==> src/rtl/jtopl_timer_bank.sv <==
// Timer bank for OPL-family cores: NT up-counters sharing a frame prescaler,
// with per-timer reload, sticky flags, overflow pulses and a combined IRQ.
module jtopl_timer_bank #(
   parameter int NT        = 2,
   parameter int W         = 8,
   parameter int MULT_LOG2 = 2
)(
   input  logic            clk,
   input  logic            rst,
   input  logic            cenop,
   input  logic            zero,
   input  logic [NT*W-1:0] value,
   input  logic [NT-1:0]   load,
   input  logic [NT-1:0]   flagen,
   input  logic            clr_flags,
   output logic [NT-1:0]   flags,
   output logic [NT-1:0]   overflow,
   output logic            irq_n,
   output logic [NT:0]     status
);

   localparam int PW  = (NT-1)*MULT_LOG2;
   localparam int PWX = PW > 0 ? PW : 1;

   logic [PWX-1:0]       pcnt;
   logic [NT-1:0]        tick;
   logic [NT-1:0]        load_d;
   logic [NT-1:0]        ovf_now;
   logic [NT-1:0][W-1:0] cnt;

   generate
      if (PW > 0) begin : g_pre
         always_ff @(posedge clk or posedge rst) begin
            if (rst)
               pcnt <= '0;
            else if (cenop && zero)
               pcnt <= pcnt + 1'b1;
         end
      end else begin : g_nopre
         assign pcnt = '0;
      end
   endgenerate

   // Timer k ticks when the low k*MULT_LOG2 prescaler bits are all ones
   for (genvar k = 0; k < NT; k++) begin : g_tick
      localparam int SH = k*MULT_LOG2;
      localparam logic [PWX-1:0] MSK = PWX'((64'd1 << SH) - 64'd1);
      assign tick[k]    = zero & ((pcnt & MSK) == MSK);
      assign ovf_now[k] = load[k] & load_d[k] & tick[k] & (&cnt[k]);
   end

   always_ff @(posedge clk or posedge rst) begin
      if (rst) begin
         load_d   <= '0;
         cnt      <= '0;
         overflow <= '0;
         flags    <= '0;
      end else if (cenop) begin
         load_d   <= load;
         overflow <= ovf_now;
         for (int k = 0; k < NT; k++) begin
            if (load[k] && !load_d[k])
               cnt[k] <= value[k*W +: W];
            else if (ovf_now[k])
               cnt[k] <= value[k*W +: W];
            else if (load[k] && tick[k])
               cnt[k] <= cnt[k] + 1'b1;

            if (!flagen[k])
               flags[k] <= 1'b0;
            else if (ovf_now[k])
               flags[k] <= 1'b1;
            else if (clr_flags)
               flags[k] <= 1'b0;
         end
      end
   end

   assign irq_n  = ~|flags;
   assign status = {~irq_n, flags};

endmodule

==> config.mk <==
export PLATFORM = sky130hd
export DESIGN_NAME = jtopl_timer_bank
export DESIGN_NICKNAME = d
export VERILOG_FILES = /design/src/rtl/jtopl_timer_bank.sv
export SDC_FILE = /design/constraint.sdc
export NUM_CORES = 1
export LEC_CHECK = 0
export BUFFER_PORTS_ARGS = -buffer_cell sky130_fd_sc_hd__buf_2
export CAP_MARGIN = 0
export CORE_MARGIN = 5
export CORE_UTILIZATION = 47
export DETAILED_ROUTE_END_ITERATION = 16
export PLACE_DENSITY = 0.73
export SYNTH_ARGS = -nofsm -noshare
export SYNTH_HDL_FRONTEND = slang
export SYNTH_SLANG_ARGS = --single-unit
==> constraint.sdc <==
create_clock -name clk -period 4.6 [get_ports clk]
set_input_delay 0.69 -clock clk [delete_from_list [all_inputs] [get_ports clk]]
set_output_delay 0.69 -clock clk [all_outputs]
set_load 0.01 [all_outputs]
==> metrics <==
CP required=4.80 ns; Mapped Cells=165; die area=4403 sq um; fmax=0.4462 GHz; Synth Flop Type=dfrtp_1; sw frac=35.17%; clock root buffer=clkbuf_4; Yosys warning count=0; Clock Path Buffers=2; Area Overhead vs Synth=13.41%; Pleak=0.0007300 uW; share of cells above drive strength 1=22.92%; GRT Resource Usage Total=17.01%; status=finished clean; TritonRoute pass-1 iters=4; Mapped Area=1493 sq um; DRC Markers=0; CTS tree=yes; 1st-iter DRT viols=86; maximum vdd drop=0.1389 mV; Die Y=66.36 um; routed wire length=3392 um; CTS Buf Count=3; Post-CTS Setup Bufs=0; final worst-path setup slack=2.359 ns; GRT Residual Overflow=0; PostCTS Resize Cnt=0; reg2reg end=cnt[7]$_DFFE_PP0P_; Seq pwr share=53.2%; critical path's slowest cell=o21ai_1; Synth Area per Inst=9.047 sq um; Max Slew Vio Count=0; Sink Count=24; Worst Hold Depth=1; Clk Latency, worst-skew pair=0.31 ns; Reg-to-Reg Start=cnt[0]$_DFFE_PP0P_; dominant cell type by area after synthesis=dfrtp_1; CP Max Fanout=13; slowest stage delay, CP=0.73 ns; Final Critical Period=2.241 ns; Antenna Nets Post-Route=0; reg2reg path depth=5; Seq/Total Area, Yosys=40.23%; post-synth top area share=40.23%; core area=3053 sq um; unrepaired setup endpoints after global routing=no; crit share post-route=48.72%; TNS Setup=0 ns; critical path type=reg -> reg; dpl ws=2.264 ns; cts-stage hold buffer count=0; DR WL/cell=14.37 um; worst slew pin tran=0.9201 ns; Final HPWL DP=2601 um; largest net degree at the start of global routing=25; clock transition at the registers of the reported paths=0.13 ns; R2R Setup Slk=2.36 ns; Syn Nets=193; post-synth cell types=46; Comb power frac=29.2%; # diodes=0; Vias/cell=5.682; WP buf/inv=0; WHS Endpoint=pcnt[0]$_DFFE_PP0P_; Worst setup SP type=register; Async SR Flop Fraction=100.0%; # rows=20; CTS H-tree lvls=1; Layout Skew=0.006298 ns; synth top area cells=dfrtp_1, nand2_1, o21ai_0; vias in the first global route=1351; initial antenna violation count=0; Design Area, Final=1693 sq um; Int Pwr=401.8 uW; I/O Buffers=32; HP Start=pcnt[0]$_DFFE_PP0P_; CP arrival=2.44 ns; family with the most delay on the worst path=compound AO/OA/AOI/OAI gates; number of synthesized flops with an enable pin=0; GP Congestion=0.8841; endpoints failing setup=0; critical path, cell by cell=ha_1, nand4_1, o21ai_1, a2111oi_0, a221o_1; first-pass GRT wire length=5920 um; # IOs=33; Worst Hold Class=reg -> reg; net switching power=218.0 uW; Clk network pwr share=17.6%; DR vias=1341; Chip Width=66.36 um; Pwr per Cell Area=366.1 nW/um^2; Starting Density=48.89%; fillers=295; Layout Utilization=55.45%; layout net count=221; Rel. slew slack=38.59%; Synth Register Bits=24; count of maximum capacitance violations=0; Placed Instance Area=1657 sq um; Setup crit end kind=register; final hold violation count=0
worst max-delay path by stage:
| stage | from | endpoint | slack, ns | depth (start not counted) |
|---|---|---|---|---|
| 5_1_grt | cnt[0]$_DFFE_PP0P_ | cnt[7]$_DFFE_PP0P_ | 2.11 | 5 |
| 3_5_place_dp | zero | cnt[7]$_DFFE_PP0P_ | 2.26 | 5 |
| 4_1_cts | cnt[0]$_DFFE_PP0P_ | cnt[7]$_DFFE_PP0P_ | 2.36 | 5 |
| 2_1_floorplan | cenop | cnt[14]$_DFFE_PP0P_ | 2.81 | 6 |
| 6_report | cnt[0]$_DFFE_PP0P_ | cnt[7]$_DFFE_PP0P_ | 2.36 | 5 |
| 3_3_place_gp | load[0] | cnt[7]$_DFFE_PP0P_ | 2.40 | 5 |
worst reg2reg max path, cell delays in order (launching register included):
cell and delay, ns:
dfrtp_1 0.43, ha_1 0.25, nand4_1 0.20, o21ai_1 0.73, a2111oi_0 0.23, a221o_1 0.30
stage by stage:
stage	power (uW)	hold slack, ns	std cells
floorplan	462.5	0.4525	165
global placement	503.1	0.4686	232
detailed placement	516.3	0.4809	232
CTS	627.3	0.4998	236
global route	672.8	0.5293	236
finish	619.7	0.4933	236
power groups by stage:
stage / clock [uW] / sequential [uW] / combinational (uW)
after floorplan: 0 / 316 / 147
after global placement: 0 / 329 / 174
after global routing: 121 / 341 / 211
after detailed placement: 0 / 333 / 183
final: 109 / 330 / 181
after CTS: 115 / 328 / 184
cells in the mapped netlist, drive strengths merged, types with 2 or more instances:
| cell | n |
|---|---|
| dfrtp | 24 |
| nand2 | 22 |
| o21ai | 14 |
| buf | 8 |
| inv | 7 |
| nand4 | 7 |
| nor2 | 7 |
| a21oi | 5 |
| nand3 | 5 |
| nor3 | 5 |
| and4 | 4 |
| nor2b | 4 |
| o211ai | 4 |
| o311ai | 4 |
| or2 | 4 |
| a311oi | 3 |
| and2 | 3 |
| ha | 3 |
| mux2 | 3 |
| mux2i | 3 |
| a211oi | 2 |
| a2bb2oi | 2 |
| a31oi | 2 |
| a32o | 2 |
| nor4b | 2 |
cells by family (layout without fill, tap and decap cells):
| kind of cell | count (synthesis) | count (layout) | share of synthesized area (%) |
|---|---|---|---|
| flops | 24 | 24 | 40.23 |
| buf+inv | 16 | 43 | 5.197 |
| fa+ha+maj | 3 | 3 | 2.515 |
| mux | 6 | 6 | 4.275 |
| simple gates | 69 | 69 | 24.98 |
| compound gates | 46 | 46 | 22.21 |
| xor+xnor | 1 | 1 | 0.5869 |
layout make-up:
cell class | instances | area, sq um | area share, %
Clock buffer | 4 | 36.28 | 2.143
Inverter | 7 | 26.28 | 1.552
Multi-Input combinational cell | 125 | 814.5 | 48.12
Sequential cell | 24 | 600.6 | 35.48
Tap cell | 44 | 55.05 | 3.252
Timing Repair Buffer | 32 | 160.2 | 9.461
cells in the final DEF (no fill, tap or decap), drive strengths merged, types with 2 or more instances in the layout:
cell type  netlist  routed
a211oi           2       2
a21oi            5       5
a2bb2oi          2       2
a311oi           3       3
a31oi            2       2
a32o             2       2
and2             3       3
and4             4       4
buf              8      32
clkbuf           1       4
dfrtp           24      24
ha               3       3
inv              7       7
mux2             3       3
mux2i            3       3
nand2           22      22
nand3            5       5
nand4            7       7
nor2             7       7
nor2b            4       4
nor3             5       5
nor4b            2       2
o211ai           4       4
o21ai           14      14
o311ai           4       4
or2              4       4
routing by layer:
metal  track usage (%)  vias up  routed length [um]
li1                  -      686                   -
met1             20.76      631                1438
met2             31.23       22                1817
met3             2.381        2                 120
met4             3.807        0                  15
met5                 0        -                   0
flip-flops by register name (all words and copies together) (netlist names):
signal	flops
overflow	2
cnt	16
pcnt	2
flags	2
load_d	2
(Power assumes the default switching activity.)
